[config.mk]
export PLATFORM = sky130hd
export DESIGN_NAME = ccu_snoop_broadcast
export DESIGN_NICKNAME = d
export VERILOG_FILES = /design/src/rtl/ccu_snoop_broadcast.sv
export SDC_FILE = /design/constraint.sdc
export NUM_CORES = 1
export LEC_CHECK = 0
export ABC_AREA = 1
export CORE_MARGIN = 2
export CORE_UTILIZATION = 41
export CTS_BUF_LIST = sky130_fd_sc_hd__clkbuf_8
export DETAILED_ROUTE_END_ITERATION = 10
export MAX_ROUTING_LAYER = met4
export PLACE_DENSITY = 0.91
export SYNTH_ARGS = -nofsm -noshare
export SYNTH_HDL_FRONTEND = slang
export SYNTH_SLANG_ARGS = --single-unit
[constraint.sdc]
create_clock -name clk_i -period 1.4 [get_ports clk_i]
set_input_delay 0.21 -clock clk_i [delete_from_list [all_inputs] [get_ports clk_i]]
set_output_delay 0.21 -clock clk_i [all_outputs]
set_load 0.02 [all_outputs]
[src/rtl/ccu_snoop_broadcast.sv]
// ccu_snoop_broadcast
// Snoop fan-out/fan-in stage behind ccu_ctrl_wr_snoop. A single snoop request
// is broadcast on the AC channel of every targeted cached master. The stage
// collects each CR response and returns one merged CRRESP together with a
// per-master DataTransfer mask, so the controller knows whose CD data to drain.
// Only one transaction is in flight at a time.
//
// Ports
//   clk_i, rst_i        clock, synchronous active-high reset
//   req_*               incoming snoop request (valid/ready, addr, snoop, prot, target)
//   ac_valid_o/ready_i  per-master AC handshake
//   ac_addr/snoop/prot  shared registered AC payload
//   cr_valid_i/ready_o  per-master CR handshake, cr_resp_i holds master i at [5*i+:5]
//   rsp_valid_o/ready_i merged response handshake
//   rsp_o               OR of collected CRRESP values
//   rsp_data_mask_o     bit i set when master i answered with DataTransfer=1
module ccu_snoop_broadcast #(
   parameter int NumMst    = 4,
   parameter int AddrWidth = 32
) (
   input  logic                   clk_i,
   input  logic                   rst_i,
   input  logic                   req_valid_i,
   output logic                   req_ready_o,
   input  logic [AddrWidth-1:0]   req_addr_i,
   input  logic [3:0]             req_snoop_i,
   input  logic [2:0]             req_prot_i,
   input  logic [NumMst-1:0]      req_target_i,
   output logic [NumMst-1:0]      ac_valid_o,
   input  logic [NumMst-1:0]      ac_ready_i,
   output logic [AddrWidth-1:0]   ac_addr_o,
   output logic [3:0]             ac_snoop_o,
   output logic [2:0]             ac_prot_o,
   input  logic [NumMst-1:0]      cr_valid_i,
   output logic [NumMst-1:0]      cr_ready_o,
   input  logic [5*NumMst-1:0]    cr_resp_i,
   output logic                   rsp_valid_o,
   input  logic                   rsp_ready_i,
   output logic [4:0]             rsp_o,
   output logic [NumMst-1:0]      rsp_data_mask_o
);

   typedef enum logic [1:0] {
      IDLE = 2'd0,
      BUSY = 2'd1,
      RESP = 2'd2
   } state_t;

   state_t                 state_q, state_d;
   logic [NumMst-1:0]      ac_pend_q, ac_pend_d;
   logic [NumMst-1:0]      cr_pend_q, cr_pend_d;
   logic [NumMst-1:0]      mask_q, mask_d;
   logic [4:0]             rsp_q, rsp_d;
   logic [AddrWidth-1:0]   addr_q, addr_d;
   logic [3:0]             snoop_q, snoop_d;
   logic [2:0]             prot_q, prot_d;
   logic [NumMst-1:0]      ac_hs;
   logic [NumMst-1:0]      cr_hs;

   // Next-state and handshake logic. All handshake outputs come from registered
   // state only, so there is no combinational path from any input to
   // req_ready_o, ac_valid_o or rsp_valid_o.
   always_comb begin
      state_d     = state_q;
      ac_pend_d   = ac_pend_q;
      cr_pend_d   = cr_pend_q;
      mask_d      = mask_q;
      rsp_d       = rsp_q;
      addr_d      = addr_q;
      snoop_d     = snoop_q;
      prot_d      = prot_q;
      ac_hs       = '0;
      cr_hs       = '0;
      req_ready_o = 1'b0;
      ac_valid_o  = '0;
      cr_ready_o  = '0;
      rsp_valid_o = 1'b0;

      case (state_q)
         IDLE: begin
            req_ready_o = 1'b1;
            if (req_valid_i) begin
               addr_d    = req_addr_i;
               snoop_d   = req_snoop_i;
               prot_d    = req_prot_i;
               ac_pend_d = req_target_i;
               cr_pend_d = '0;
               rsp_d     = '0;
               mask_d    = '0;
               // An empty target set has nothing to collect, answer at once.
               state_d   = (req_target_i != '0) ? BUSY : RESP;
            end
         end

         BUSY: begin
            ac_valid_o = ac_pend_q;
            cr_ready_o = cr_pend_q;
            ac_hs      = ac_pend_q & ac_ready_i;
            cr_hs      = cr_pend_q & cr_valid_i;
            // A master moves from "AC owed" to "CR owed" on its AC handshake,
            // so a CR can never be accepted before the matching AC.
            ac_pend_d  = ac_pend_q & ~ac_hs;
            cr_pend_d  = (cr_pend_q & ~cr_hs) | ac_hs;
            for (int i = 0; i < NumMst; i++) begin
               if (cr_hs[i]) begin
                  rsp_d     = rsp_d | cr_resp_i[5*i +: 5];
                  mask_d[i] = cr_resp_i[5*i];
               end
            end
            if (ac_pend_d == '0 && cr_pend_d == '0) begin
               state_d = RESP;
            end
         end

         RESP: begin
            rsp_valid_o = 1'b1;
            if (rsp_ready_i) begin
               state_d = IDLE;
            end
         end

         default: begin
            state_d = IDLE;
         end
      endcase
   end

   // State and payload registers; reset abandons any transaction in flight.
   always_ff @(posedge clk_i) begin
      if (rst_i) begin
         state_q   <= IDLE;
         ac_pend_q <= '0;
         cr_pend_q <= '0;
         mask_q    <= '0;
         rsp_q     <= '0;
         addr_q    <= '0;
         snoop_q   <= '0;
         prot_q    <= '0;
      end else begin
         state_q   <= state_d;
         ac_pend_q <= ac_pend_d;
         cr_pend_q <= cr_pend_d;
         mask_q    <= mask_d;
         rsp_q     <= rsp_d;
         addr_q    <= addr_d;
         snoop_q   <= snoop_d;
         prot_q    <= prot_d;
      end
   end

   assign ac_addr_o       = addr_q;
   assign ac_snoop_o      = snoop_q;
   assign ac_prot_o       = prot_q;
   assign rsp_o           = rsp_q;
   assign rsp_data_mask_o = mask_q;

endmodule
==> results of run 1 <==
-- metrics by stage --
step | total power [mW] | cell area (um2) | instances
finish | 5.142 | 4194 | 592
global route | 5.429 | 4194 | 592
CTS | 5.161 | 4151 | 592
detailed placement | 3.610 | 4041 | 576
global placement | 3.562 | 4041 | 576
floorplan | 2.832 | 2529 | 362
-- logic make-up (layout without fill, tap and decap cells) --
group	count (synthesis)	count (layout)	share of synthesized area
AO/OA/AOI/OAI	73	73	0.1549
buffers and inverters	52	207	0.1019
flip-flops	58	58	0.4592
AND/OR/NAND/NOR	179	179	0.2840
-- timing repair --
| action | CTS | global route |
|---|---|---|
| gates resized for setup | 89 | 15 |
| endpoints found under the setup margin | 58 | 26 |
| pin swaps | 0 | 1 |
-- worst max-delay path by stage --
stage | from | to | slack [ns] | cells after the start
finish | state_q[1] | ac_valid_o[2] | 0.06 | 4
global route | state_q[1] | ac_valid_o[0] | -0.01 | 4
CTS | state_q[0] | cr_ready_o[0] | 0.005 | 5
detailed placement | req_valid_i | rsp_data_mask_o[3] | -0.08 | 6
global placement | state_q[0] | cr_ready_o[0] | -0.06 | 5
floorplan | state_q[1] | ac_addr_o[10] | 0.08 | 6
-- registers in the layout, summed over array words and instances (netlist names) --
name             flops
ac_pend_q            4
ac_snoop_o           4
state_q              2
rsp_o                5
cr_pend_q            4
rsp_data_mask_o      4
ac_addr_o           32
ac_prot_o            3
-- Yosys cell counts, types with 2 or more instances --
cell type	count	area, um2
a21oi_1	16	80.08
a31oi_1	5	31.28
buf_2	3	15.01
buf_4	3	22.52
buf_6	6	67.56
clkbuf_1	5	18.77
dfxtp_1	58	1161
inv_1	31	116.4
inv_2	2	7.510
nand2_1	58	217.7
nand3_1	15	75.07
nor2_1	98	367.9
nor2_4	2	22.52
nor3_1	2	10.01
nor4_1	2	12.51
o21ai_0	11	55.05
o21ai_1	35	175.2
o21ai_2	4	35.03
-- critical path: stages, from the launching register on --
cell and delay, ns:
dfxtp_2 0.35, nor2_4 0.14, inv_4 0.07, nor2_1 0.08
buf_2 0.16
-- routing by layer --
| metal | wire length [um] | part of all wire | GRT usage | up-vias |
|---|---|---|---|---|
| met4 | 136 | 0.018 | 0.09180 | 0 |
| met2 | 3603 | 0.48 | 0.4008 | 116 |
| met5 | 0 | 0 | - | - |
| met1 | 3221 | 0.43 | 0.2562 | 1296 |
| li1 | - | - | - | 1450 |
| met3 | 493 | 0.066 | 0.04674 | 16 |
-- where the power goes --
| part | leakage [nW] | internal [mW] | total (mW) | switching [mW] |
|---|---|---|---|---|
| Sequential | 0.479 | 1.85 | 1.94 | 0.0985 |
| Combinational | 1.39 | 0.670 | 1.51 | 0.843 |
| Clock | 0.113 | 1.04 | 1.68 | 0.647 |
| Total | 1.98 | 3.55 | 5.14 | 1.59 |
-- final cells by class --
class,instances,area (um2),area share
Timing Repair Buffer,157,1458,0.3476
Sequential cell,58,1164,0.2774
Tap cell,75,93.84,0.02237
Inverter,34,135.1,0.03222
Clock inverter,6,81.33,0.01939
Clock buffer,10,137.6,0.03282
Multi-Input combinational cell,252,1125,0.2682
==> impl_metrics.csv, run 1 <==
group,metric,value,unit
floorplanning,die_y,82.54,um
placed_design,io_buffer_count,132,
detailed_routing,vias_per_cell,4.861,
logic_synthesis,syn_inst,362,
cts,cts_buffer_depth,2,
detailed_routing,wirelength,7455,um
logic_synthesis,synth-seq-cells,58,
logic_synthesis,yosysSeqAreaShare,0.4592,
critical_path,r2r.worst_path.cells,7,
logic_synthesis,synth-warning-count,0,
logic_synthesis,synth-async-reset-ratio,0,
layout,diodes,0,
critical_path,crit_arrival,1.13,ns
cts,clk_pin_slew,0.07,ns
critical_path,path_max_fanout,10,
sta,setup_viol_count_final,0,
logic_synthesis,synth.avg_cell_area,6.985,um2
floorplanning,initial_core_util,0.4246,
sta,worst_slack,0.05602,ns
logic_synthesis,synth_edf_count,0,
critical_path,critPathKind,"reg -> out",
detailed_routing,routedWlPerCell,12.59,um
sta,fin_crit_sh,0.9600,
placed_design,gp_congestion,0.9087,
critical_path,rr_endpoint,"ac_pend_q[2]",
cts,cts_sinks,58,
global_route,grt_max_degree,34,
pwr,p_leak,1.982,nW
logic_synthesis,syn_area,0.002529,mm2
floorplanning,io_pins,133,
sta,whs,0.4572,ns
global_route,grt_pass1_vias,2736,
detailed_routing,drc,0,
layout,fin_util,0.7042,
cts,root_buffer,"clkbuf_8",
pwr,pwr_density_cell,1226,mW/mm2
detailed_routing,firstDrtPassIters,4,
cts,cts_max_level,3,
layout,final_nets,587,
worst_hold_path,hold_path_class,"in -> reg",
cts,insertion_delay,0.33,ns
floorplanning,placementRows,28,
placed_design,dp_slack,-0.08253,ns
sta,worst_pin_slew,0.2982,ns
cts,numCtsBuffers,9,
global_route,grt_remaining_overflow,0,
pwr,peakVddDrop,0.7207,mV
sta,hold_viol,0,
sta,fin_crit,1.344,ns
sta,final-max-slew-violation-count,0,
logic_synthesis,ys_types,24,
layout,synthToLayoutAreaGrowth,65.86,%
critical_path,critPathCaptureType,"output port",
sta,relSlewSlack,0.7994,
floorplanning,core,0.005956,mm2
sta,finalClockSkew,0.01044,ns
layout,final_cell_mix,"nor2_1, clkdlybuf4s50_1, nand2_1",
critical_path,crit_required,1.19,ns
logic_synthesis,synth_top_flop_cell,"dfxtp_1",
global_route,grt_pass1_wl,11760,um
layout,nFillCells,512,
sta,setup-tns-final,0,ns
critical_path,start_kind,"flip-flop",
worst_hold_path,min_from,"cr_resp_i[6]",
global_route,antenna_found_initial,0,
logic_synthesis,syn_nets,437,
run,drv_cap,0,
cts,cts_tree,"done",
critical_path,r2r_setup_slack,0.14,ns
floorplanning,die_area,0.006812,mm2
worst_hold_path,hold_path_end,"rsp_o[1]",
worst_hold_path,hold_depth,3,
global_route,grt_usage,0.2295,
critical_path,r2r-start,"state_q[0]",
cts,cts-hold-fix-buffers,0,
sta,rsz0062_at_grt,"true",
run_status,status,"complete, no violations",
cts,cts_setup_buffers,0,
sta,fmax,0.7441,GHz
layout,mostFrequentLayoutCell,"nor2_1",
layout,drive_gt1_frac,0.1257,
detailed_routing,vias,2878,
floorplanning,dieWidth,82.54,um
detailed_routing,drtIter0Drc,127,
detailed_routing,final_antenna_net_count,0,
placed_design,dp_hpwl,5637,um
Note: power is estimated with default switching activity, not from simulation.
==> run 2, diff against run 1 <==
CORE_UTILIZATION = 39   (was 41)
CTS_BUF_LIST = not set   (was sky130_fd_sc_hd__clkbuf_8)
PLACE_DENSITY = 0.88   (was 0.91)
SKIP_LAST_GASP = 1   (was not set)
==> run 2 against run 1 <==
Compared with the run above: hold slack got worse by 0.0033 ns; clock skew decreased by 0.0057 ns; count of clock-buffer cells in the layout increased by 3; routed wire length increased by 7.8%; largest cell class unchanged; largest power group unchanged.
==> impl_metrics.csv, run 2 (synthesized netlist as in run 1, its figures left out) <==
group,metric,value,unit
critical_path,crit_required,1.19,ns
sta,rsz0062_at_grt,"true",
cts,insertion_delay,0.33,ns
detailed_routing,routedWlPerCell,13.41,um
layout,drive_gt1_frac,0.1418,
sta,whs,0.4539,ns
sta,fin_crit_sh,0.9874,
cts,cts_buffer_depth,2,
pwr,power,5.192,mW
placed_design,gp_congestion,0.8774,
floorplanning,die_y,84.52,um
detailed_routing,firstDrtPassIters,4,
layout,nFillCells,538,
layout,diodes,0,
pwr,p_sw_frac,0.3093,
detailed_routing,vias,2934,
cts,clk_pin_slew,0.06,ns
global_route,grt_pass1_wl,13010,um
global_route,grt_max_degree,30,
critical_path,r2r_setup_slack,0.07,ns
cts,root_buffer,"clkbuf_8",
run,drv_cap,0,
floorplanning,die_area,0.007144,mm2
global_route,grt_remaining_overflow,0,
floorplanning,placementRows,29,
critical_path,cp_slowest_cell,"dfxtp_2",
pwr,seqPwrFrac,0.374,
cts,cts_tree,"done",
pwr,p_leak,2.035,nW
critical_path,cpPeakStageDelay,0.33,ns
sta,fmax,0.7234,GHz
global_route,grt_pass1_vias,2875,
critical_path,rr_endpoint,"ac_pend_q[0]",
floorplanning,initial_core_util,0.4005,
sta,final-max-slew-violation-count,0,
critical_path,critPathCaptureType,"output port",
detailed_routing,wirelength,8033,um
global_route,antenna_found_initial,0,
global_route,grt_usage,0.2314,
layout,synthToLayoutAreaGrowth,70.66,%
sta,worst_slack,0.01762,ns
run_status,status,"complete, no violations",
critical_path,start_kind,"flip-flop",
critical_path,crit_arrival,1.17,ns
critical_path,r2r-start,"state_q[0]",
sta,setup_viol_count_final,0,
worst_hold_path,hold_path_end,"rsp_o[4]",
sta,finalClockSkew,0.004716,ns
critical_path,r2r.worst_path.cells,9,
detailed_routing,vias_per_cell,4.898,
critical_path,startpoint,"state_q[0]",
floorplanning,dieWidth,84.52,um
pwr,peakVddDrop,0.8138,mV
pwr,p_int,3.586,mW
critical_path,critPathKind,"reg -> out",
critical_path,crit_chain,"inv_2 -> nor2_4 -> inv_4 -> nor2_1 -> buf_4",
layout,final_cells,599,
critical_path,cpLargestDelayFamily,"flip-flops",
worst_hold_path,hold_depth,3,
cts,cts_max_level,3,
detailed_routing,final_antenna_net_count,0,
layout,final_nets,593,
sta,worst_pin_slew,0.2602,ns
placed_design,io_buffer_count,132,
worst_hold_path,min_from,"cr_resp_i[19]",
sta,fin_crit,1.382,ns
detailed_routing,drc,0,
placed_design,dp_cells,577,
placed_design,dp_hpwl,5786,um
floorplanning,core,0.006314,mm2
layout,largest_reg_flops,32,
pwr,combPwrFrac,0.324,
pwr,p_sw,1.606,mW
sta,hold_viol,0,
detailed_routing,drtIter0Drc,111,
critical_path,path_max_fanout,9,
layout,final_cell_mix,"nor2_1, clkdlybuf4s50_1, nand2_1",
critical_path,crit_buf_inv,3,
pwr,power_frac_clock,0.303,
floorplanning,io_pins,133,
worst_hold_path,hold_path_class,"in -> reg",
placed_design,dp_slack,-0.1241,ns
layout,mostFrequentLayoutCell,"nor2_1",
cts,numCtsBuffers,9,
pwr,pwr_density_cell,1203,mW/mm2
cts,cts_sinks,58,
sta,relSlewSlack,0.8265,
run 2: metal layers:
| layer | part of all wire | GRT usage |
|---|---|---|
| met5 | 0 | - |
| met4 | 0.029 | 0.1227 |
| met3 | 0.063 | 0.03933 |
| met2 | 0.50 | 0.3916 |
| met1 | 0.41 | 0.2601 |
run 2: worst max path at each step:
| stage | end | slack [ns] | cells past startpoint |
|---|---|---|---|
| finish | cr_ready_o[2] | 0.02 | 5 |
| CTS | ac_valid_o[2] | -0.04 | 5 |
| detailed placement | ac_valid_o[3] | -0.12 | 5 |
| floorplan | ac_addr_o[10] | 0.08 | 6 |
| global route | cr_ready_o[3] | -0.04 | 5 |
| global placement | ac_valid_o[1] | -0.08 | 5 |
run 2: final cells by class:
| cell class | count | area, um2 | area share |
|---|---|---|---|
| Multi-Input combinational cell | 252 | 1149 | 0.2662 |
| Sequential cell | 58 | 1164 | 0.2696 |
| Clock buffer | 13 | 168.9 | 0.03914 |
| Inverter | 34 | 137.6 | 0.03189 |
| Tap cell | 77 | 96.34 | 0.02233 |
| Timing Repair Buffer | 163 | 1565 | 0.3627 |
| Clock inverter | 2 | 35.03 | 0.008118 |
run 2: power groups by stage:
| stage | Combinational, mW | Sequential [mW] | Clock, mW |
|---|---|---|---|
| 3_3_place_gp | 1.59 | 1.97 | 0 |
| 6_report | 1.68 | 1.94 | 1.57 |
| 2_1_floorplan | 0.645 | 2.19 | 0 |
| 5_1_grt | 1.82 | 1.96 | 1.67 |
| 4_1_cts | 1.63 | 1.94 | 1.60 |
| 3_5_place_dp | 1.62 | 1.98 | 0 |
run 2: metrics by stage:
| stage | TNS [ns] | util | cell area, um2 |
|---|---|---|---|
| finish | 0 | 0.6835 | 4315 |
| global route | -0.2125 | 0.6835 | 4315 |
| CTS | -0.4966 | 0.6750 | 4262 |
| detailed placement | -1.073 | 0.6393 | 4036 |
| global placement | -0.5854 | 0.6393 | 4036 |
| floorplan | 0 | - | 2529 |
run 2: worst register-to-register path: cells and delay by family, from the launching register on:
family / cells / cell delay [ns]
AO/OA/AOI/OAI: 1 / 0.11
AND/OR/NAND/NOR: 4 / 0.30
buffers and inverters: 4 / 0.49
flip-flops: 1 / 0.32
run 2: repair_timing:
item	4_1_cts	5_1_grt
pin swaps	2	4
cloned	2	0
hold buffers	0	0
endpoints found under the setup margin	64	62
setup buffers	4	2
resized for setup	104	12
